--- config.mk ---
export PLATFORM = sky130hd
export DESIGN_NAME = alu_seq_ctrl_flat
export DESIGN_NICKNAME = d
export VERILOG_FILES = /design/src/rtl/alu_seq_ctrl_if.sv /design/src/rtl/alu_seq_ctrl.sv /design/src/flat_wrapper.sv
export SDC_FILE = /design/constraint.sdc
export NUM_CORES = 1
export LEC_CHECK = 0
export CAP_MARGIN = 30
export CORE_MARGIN = 5
export CORE_UTILIZATION = 40
export DETAILED_ROUTE_END_ITERATION = 16
export PLACE_DENSITY_LB_ADDON = 0.2
export SLEW_MARGIN = 40
export SYNTH_ARGS = -nofsm -noshare
export SYNTH_HDL_FRONTEND = slang
export SYNTH_SLANG_ARGS = --single-unit
--- constraint.sdc ---
create_clock -name clk -period 2.35 [get_ports clk]
set_clock_uncertainty 0.1 [all_clocks]
set_input_delay 0.5875 -clock clk [delete_from_list [all_inputs] [get_ports clk]]
set_output_delay 0.5875 -clock clk [all_outputs]
set_load 0.05 [all_outputs]
--- src/rtl/alu_seq_ctrl_if.sv ---
// Instruction, ALU and write-back signals of the alu_seq_ctrl execute-stage sequencer.
// The master modport is the sequencer; the slave modport is the instruction source, ALU and write-back sink.
interface alu_seq_ctrl_if #(
  parameter int W        = 8,
  parameter int MEM_SIZE = 8
);
  logic                instr_valid;
  logic                instr_ready;
  logic [15:0]         instr;
  logic [3:0]          alu_opcode;
  logic [W-1:0]        alu_operand_A;
  logic [W-1:0]        alu_operand_B;
  logic [MEM_SIZE-1:0] alu_memory_address;
  logic [W-1:0]        alu_result;
  logic [2:0]          alu_flag;
  logic                wb_valid;
  logic [1:0]          wb_rd;
  logic [W-1:0]        wb_data;
  logic [2:0]          flags_q;
  logic                busy;

  modport master (
    input  instr_valid, instr, alu_result, alu_flag,
    output instr_ready, alu_opcode, alu_operand_A, alu_operand_B,
           alu_memory_address, wb_valid, wb_rd, wb_data, flags_q, busy
  );

  modport slave (
    output instr_valid, instr, alu_result, alu_flag,
    input  instr_ready, alu_opcode, alu_operand_A, alu_operand_B,
           alu_memory_address, wb_valid, wb_rd, wb_data, flags_q, busy
  );
endinterface

--- src/rtl/alu_seq_ctrl.sv ---
// Execute-stage sequencer: IDLE -> ISSUE -> WB around a combinational ALU, with a 4-entry register file.
// Optional macro ALU_SEQ_PIPE_EN: also accept in WB, giving one instruction every two cycles.
module alu_seq_ctrl #(
  parameter int W        = 8,
  parameter int MEM_SIZE = 8
) (
  input  logic           clk,
  input  logic           rst,
  alu_seq_ctrl_if.master bus
);
  typedef enum logic [1:0] {S_IDLE, S_ISSUE, S_WB} state_t;

  localparam int FN = 0;
  localparam int FZ = 1;
  localparam int FC = 2;

  localparam logic [3:0] OP_NOP  = 4'h0;
  localparam logic [3:0] OP_MOV1 = 4'h1;
  localparam logic [3:0] OP_LDI  = 4'h2;
  localparam logic [3:0] OP_MOV3 = 4'h3;
  localparam logic [3:0] OP_ADD  = 4'h4;
  localparam logic [3:0] OP_SUB  = 4'h5;
  localparam logic [3:0] OP_CMP  = 4'h7;
  localparam logic [3:0] OP_ADDI = 4'hC;
  localparam logic [3:0] OP_SUBI = 4'hD;
  localparam logic [3:0] OP_CMPI = 4'hF;

  state_t       state;
  logic [W-1:0] regs [4];
  logic [3:0]   op_q;
  logic [1:0]   rd_q;

  logic [3:0]   op;
  logic [1:0]   rd;
  logic [1:0]   rs;
  logic [W-1:0] imm;
  logic [W-1:0] op_a;
  logic [W-1:0] op_b;
  logic         accept;

  assign op  = bus.instr[15:12];
  assign rd  = bus.instr[11:10];
  assign rs  = bus.instr[9:8];
  assign imm = bus.instr[W-1:0];

  function automatic logic is_imm_op(input logic [3:0] o);
    return o inside {4'hC, 4'hD, 4'hE, 4'hF, 4'h9, 4'hB};
  endfunction

  function automatic logic is_reg_op(input logic [3:0] o);
    return o inside {4'h4, 4'h5, 4'h6, 4'h7, 4'h8, 4'hA};
  endfunction

  function automatic logic writes_rd(input logic [3:0] o);
    return !(o == OP_NOP || o == OP_CMP || o == OP_CMPI);
  endfunction

`ifdef ALU_SEQ_PIPE_EN
  // The register file is already written at the end of ISSUE, so WB can accept without forwarding.
  assign bus.instr_ready = (state == S_IDLE) || (state == S_WB);
`else
  assign bus.instr_ready = (state == S_IDLE);
`endif

  assign bus.busy = (state != S_IDLE);
  assign accept   = bus.instr_valid & bus.instr_ready;

  always_comb begin
    // NOTE: both outputs get a default before any branch, so no latch is inferred.
    op_a = '0;
    op_b = '0;
    if (op == OP_MOV1 || op == OP_MOV3) begin
      op_a = regs[rs];
    end else if (op == OP_LDI) begin
      op_a = imm;
    end else if (is_imm_op(op)) begin
      op_a = regs[rd];
      op_b = imm;
    end else if (is_reg_op(op)) begin
      op_a = regs[rd];
      op_b = regs[rs];
    end
  end

  always_ff @(posedge clk) begin
    if (rst) begin
      // NOTE: the register file must read as zero after reset, so it is cleared along with the control state.
      for (int i = 0; i < 4; i++) regs[i] <= '0;
      state                  <= S_IDLE;
      op_q                   <= OP_NOP;
      rd_q                   <= '0;
      bus.flags_q            <= '0;
      bus.wb_valid           <= 1'b0;
      bus.wb_rd              <= '0;
      bus.wb_data            <= '0;
      bus.alu_opcode         <= '0;
      bus.alu_operand_A      <= '0;
      bus.alu_operand_B      <= '0;
      bus.alu_memory_address <= '0;
    end else begin
      // NOTE: non-blocking assignments throughout, so every read sees the pre-edge value (rd==rs is safe).
      bus.wb_valid           <= 1'b0;
      bus.alu_opcode         <= '0;
      bus.alu_operand_A      <= '0;
      bus.alu_operand_B      <= '0;
      bus.alu_memory_address <= '0;

      case (state)
        S_IDLE, S_WB: begin
          if (accept) begin
            state                  <= S_ISSUE;
            op_q                   <= op;
            rd_q                   <= rd;
            bus.alu_opcode         <= op;
            bus.alu_operand_A      <= op_a;
            bus.alu_operand_B      <= op_b;
            bus.alu_memory_address <= MEM_SIZE'(imm);
          end else begin
            state <= S_IDLE;
          end
        end

        S_ISSUE: begin
          state <= S_WB;
          if (writes_rd(op_q)) begin
            regs[rd_q]   <= bus.alu_result;
            bus.wb_valid <= 1'b1;
            bus.wb_rd    <= rd_q;
            bus.wb_data  <= bus.alu_result;
          end
          case (op_q)
            OP_ADD, OP_ADDI: bus.flags_q[FC] <= bus.alu_flag[FC];
            OP_SUB, OP_SUBI: bus.flags_q[FN] <= bus.alu_flag[FN];
            OP_CMP, OP_CMPI: begin
              bus.flags_q[FZ] <= bus.alu_flag[FZ];
              bus.flags_q[FC] <= bus.alu_flag[FC];
            end
            default: ;
          endcase
        end

        default: state <= S_IDLE;
      endcase
    end
  end
endmodule

--- src/flat_wrapper.sv ---
// flat-port wrapper written by rule: the top's interface ports become plain ports
module alu_seq_ctrl_flat 
#(
  parameter int W        = 8,
  parameter int MEM_SIZE = 8
)
  (clk, rst, bus_instr_valid, bus_instr, bus_alu_result, bus_alu_flag, bus_instr_ready, bus_alu_opcode, bus_alu_operand_A, bus_alu_operand_B, bus_alu_memory_address, bus_wb_valid, bus_wb_rd, bus_wb_data, bus_flags_q, bus_busy);
  alu_seq_ctrl_if #(.W(W), .MEM_SIZE(MEM_SIZE)) bus_i ();
  input  logic clk;
  input  logic rst;
  input wire logic [$bits(bus_i.instr_valid)-1:0] bus_instr_valid;
  input wire logic [$bits(bus_i.instr)-1:0] bus_instr;
  input wire logic [$bits(bus_i.alu_result)-1:0] bus_alu_result;
  input wire logic [$bits(bus_i.alu_flag)-1:0] bus_alu_flag;
  output wire logic [$bits(bus_i.instr_ready)-1:0] bus_instr_ready;
  output wire logic [$bits(bus_i.alu_opcode)-1:0] bus_alu_opcode;
  output wire logic [$bits(bus_i.alu_operand_A)-1:0] bus_alu_operand_A;
  output wire logic [$bits(bus_i.alu_operand_B)-1:0] bus_alu_operand_B;
  output wire logic [$bits(bus_i.alu_memory_address)-1:0] bus_alu_memory_address;
  output wire logic [$bits(bus_i.wb_valid)-1:0] bus_wb_valid;
  output wire logic [$bits(bus_i.wb_rd)-1:0] bus_wb_rd;
  output wire logic [$bits(bus_i.wb_data)-1:0] bus_wb_data;
  output wire logic [$bits(bus_i.flags_q)-1:0] bus_flags_q;
  output wire logic [$bits(bus_i.busy)-1:0] bus_busy;
  assign bus_i.instr_valid = bus_instr_valid;
  assign bus_i.instr = bus_instr;
  assign bus_i.alu_result = bus_alu_result;
  assign bus_i.alu_flag = bus_alu_flag;
  assign bus_instr_ready = bus_i.instr_ready;
  assign bus_alu_opcode = bus_i.alu_opcode;
  assign bus_alu_operand_A = bus_i.alu_operand_A;
  assign bus_alu_operand_B = bus_i.alu_operand_B;
  assign bus_alu_memory_address = bus_i.alu_memory_address;
  assign bus_wb_valid = bus_i.wb_valid;
  assign bus_wb_rd = bus_i.wb_rd;
  assign bus_wb_data = bus_i.wb_data;
  assign bus_flags_q = bus_i.flags_q;
  assign bus_busy = bus_i.busy;
  alu_seq_ctrl #(.W(W), .MEM_SIZE(MEM_SIZE)) u_core (.clk(clk), .rst(rst), .bus(bus_i));
endmodule
==> out/results.txt, run 1 <==
Drt initial violations: 136
Min Tclk post-route: 2.23 ns
ANT cells: 0
Wirelength per Cell: 15.9 um
Final core utilization: 0.546
Most common cell after layout, fill and taps aside: clkdlybuf4s50_1
Avg Vias per Cell: 5.17
Top delay family on crit path: buffers and inverters
Port Buffer Count: 73
Run status: complete, no violations
DP Worst Slack: 0.145 ns
Row cnt: 34
Fin cells: 528
Largest stage delay on the critical path: 0.82 ns
Netlist cell types: 42
Final count of negative-setup-slack endpoints: 0
DIE AREA: 11000 um2
Critical Path, Cell by Cell: clkdlybuf4s50_1
Crit-path slowest cell: clkdlybuf4s50_1
Die width: 105 um
Critical Path Start Type: register
Int Pwr: 2.35 mW
P&R area growth vs syn: 32.9%
CTS H-tree lvls: 3
Hold Crit Class: reg -> reg
Post-CTS Setup Bufs: 0
Final net count: 445
Synth Flop Type: dfxtp_1
Pin count of the biggest net entering global routing: 17
First-pass GRT wire length: 13600 um
Starting Density: 0.411
Setup WS post-layout: 0.118 ns
Register share of total power: 0.486
VDD IR max: 360 uV
Comb pwr share: 0.154
Max-cap violations: 0
Post-synthesis sequential area ratio: 0.547
Total Wirelength: 8370 um
Endpoint type of the worst setup path: output pin
Initial antenna violation count: 0
CTS Buffer Depth: 2
RSZ-0062 raised after global routing: false
Total I/O pin count: 74
Yosys synthesis warning count: 0
Fmax: 448 MHz
Net Sw Power: 869 uW
Total nets after synthesis: 359
Final Max Tran Viols: 0
Layout cells sized above 1: 0.174
Worst-Margin Slew: 0.751 ns
GR Overflow Total: 0
Cell Pwr Density: 676 nW/um2
Clk_lat worst skew: 0.35 ns
Residual DRC: 0
Worst Setup Path Type: reg -> out
Total track usage: 0.151
Most frequent cells in the layout: clkdlybuf4s50_1 (71), dfxtp_1 (50), edfxtp_1 (32)
Pre-antenna DRT Iters: 4
DR vias: 2729
Synth Register Bits: 82
Fraction of registers with async set/reset: 0
Cells after DPL: 512
Clk slew on worst S/H paths: 0.09 ns
WP data arrival: 1.54 ns
Slew headroom: 0.498
Tcrit/Tclk final: 0.950
CP required: 1.66 ns
Core Area: 8720 um2
Post-synth EDFFs: 32
Filler instances: 760
Post-route cell area: 4760 um2
Crit-path max FO: 2
CTS tree: done
Synthesized area per cell: 10.9 um2
Sw Ratio: 0.270
Area of placed instances: 4540 um2
Die height: 105 um
Placer congestion estimate: 0.773
DP HPWL: 6270 um
Synthesized instance count: 329
Post-route ant nets: 0
Root buf cell: clkbuf_8
Static leakage: 1.73 nW
Vias in the first global route: 2752
Setup tns final: 0 ns
Clock power frac: 0.359
Mapped cell area: 3580 um2
CP Buf/Inv Count: 1
Total CTS buffers: 9
Hold Vio Cnt, Final: 0
CTS Sinks: 82
worst min-delay path, delay by kind of cell (launching register included):
kind	cells	cell delay (ns)
DFF	1	0.32
AOI/OAI and AO/OA	2	0.12
power by group through the flow:
stage | sequential (mW) | clock (mW) | combinational [mW]
final | 1.57 | 1.16 | 0.496
after global routing | 1.57 | 1.25 | 0.528
after CTS | 1.57 | 1.18 | 0.498
after detailed placement | 1.60 | 0 | 0.496
after global placement | 1.60 | 0 | 0.490
after floorplan | 1.67 | 0 | 0.232
routing by layer:
metal	track usage	routed length, um
met1	0.193	3860
met2	0.243	3930
met3	0.0407	467
met4	0.0630	125
met5	0	0
registers in the layout, indices dropped and copies added, names as in the netlist:
| signal | count |
|---|---|
| u_core.bus.alu_memory_address | 8 |
| u_core.bus.alu_opcode | 4 |
| u_core.bus.alu_operand_A | 8 |
| u_core.bus.alu_operand_B | 8 |
| u_core.bus.flags_q | 3 |
| u_core.bus.wb_data | 8 |
| u_core.bus.wb_rd | 2 |
| u_core.bus.wb_valid | 1 |
| u_core.op_q | 4 |
| u_core.rd_q | 2 |
| u_core.regs | 32 |
| u_core.state | 2 |
cell usage after synthesis, types with 4 or more instances:
master     n  share of area
o21ai_0   11          0.015
buf_2      8          0.011
clkbuf_1   8         0.0084
edfxtp_1  32           0.27
mux2_2    14          0.044
nand2b_1  12          0.021
and2_1    12          0.021
o31ai_1   11          0.023
nand4_1   11          0.019
inv_1     12          0.013
nand2_1   25          0.026
nor2_1    27          0.028
a22oi_1    7          0.015
mux4_2     9          0.057
nor3_1     8          0.011
a31oi_1    8          0.014
a21o_1     4         0.0084
dfxtp_1   50           0.28
a21oi_1   22          0.031
final timing paths:
kind | start | cells past startpoint | slack (ns) | endpoint
setup / recovery | u_core.bus.wb_rd[0] | 1 | 0.12 | bus_wb_rd[0]
hold reg to reg | u_core.bus.wb_data[4] | 2 | 0.38 | u_core.bus.wb_data[4]
setup reg to reg | u_core.state[0] | 4 | 0.35 | u_core.regs[3][4]
hold / removal | u_core.bus.wb_data[4] | 2 | 0.38 | u_core.bus.wb_data[4]
cell type report:
cell class / count / area (um2) / area share
well taps: 108 / 135 / 0.0284
repair buffers: 98 / 940 / 0.197
inverters: 12 / 45.0 / 0.00946
flip-flops and latches: 82 / 1960 / 0.412
clock inverters: 7 / 101 / 0.0213
multi-input cells: 212 / 1450 / 0.305
clock buffers: 9 / 124 / 0.0260
logic make-up (layout without fill, tap and decap cells):
family          Yosys count  count (layout)  synth area share
mux                      23              23             0.101
xor+xnor                  1               1           0.00244
compound gates           71              71             0.125
buf+inv                  35             126            0.0468
flops                    82              82             0.547
simple gates            117             117             0.178
through the flow:
stage / power (mW) / hold slack [ns]
2_1_floorplan: 1.90 / 0.361
3_3_place_gp: 2.09 / 0.363
3_5_place_dp: 2.09 / 0.360
4_1_cts: 3.24 / 0.383
5_1_grt: 3.35 / 0.406
6_report: 3.22 / 0.385
timing repair:
action,4_1_cts,5_1_grt
gates resized for setup,1,0
setup endpoints to repair,1,0
hold buffers,0,0
No activity file was read; power rests on OpenSTA's default activity.
==> inputs of run 2 (changes only) <==
--- a/config.mk
+++ b/config.mk
@@ -5,7 +5,7 @@
 export SDC_FILE = /design/constraint.sdc
 export NUM_CORES = 1
 export LEC_CHECK = 0
-export CAP_MARGIN = 30
+export CAP_MARGIN = 15
 export CORE_MARGIN = 5
 export CORE_UTILIZATION = 40
 export DETAILED_ROUTE_END_ITERATION = 16
==> results of run 2 <==
Same layout as run 1: the final DEF is identical, and so are final timing and power.
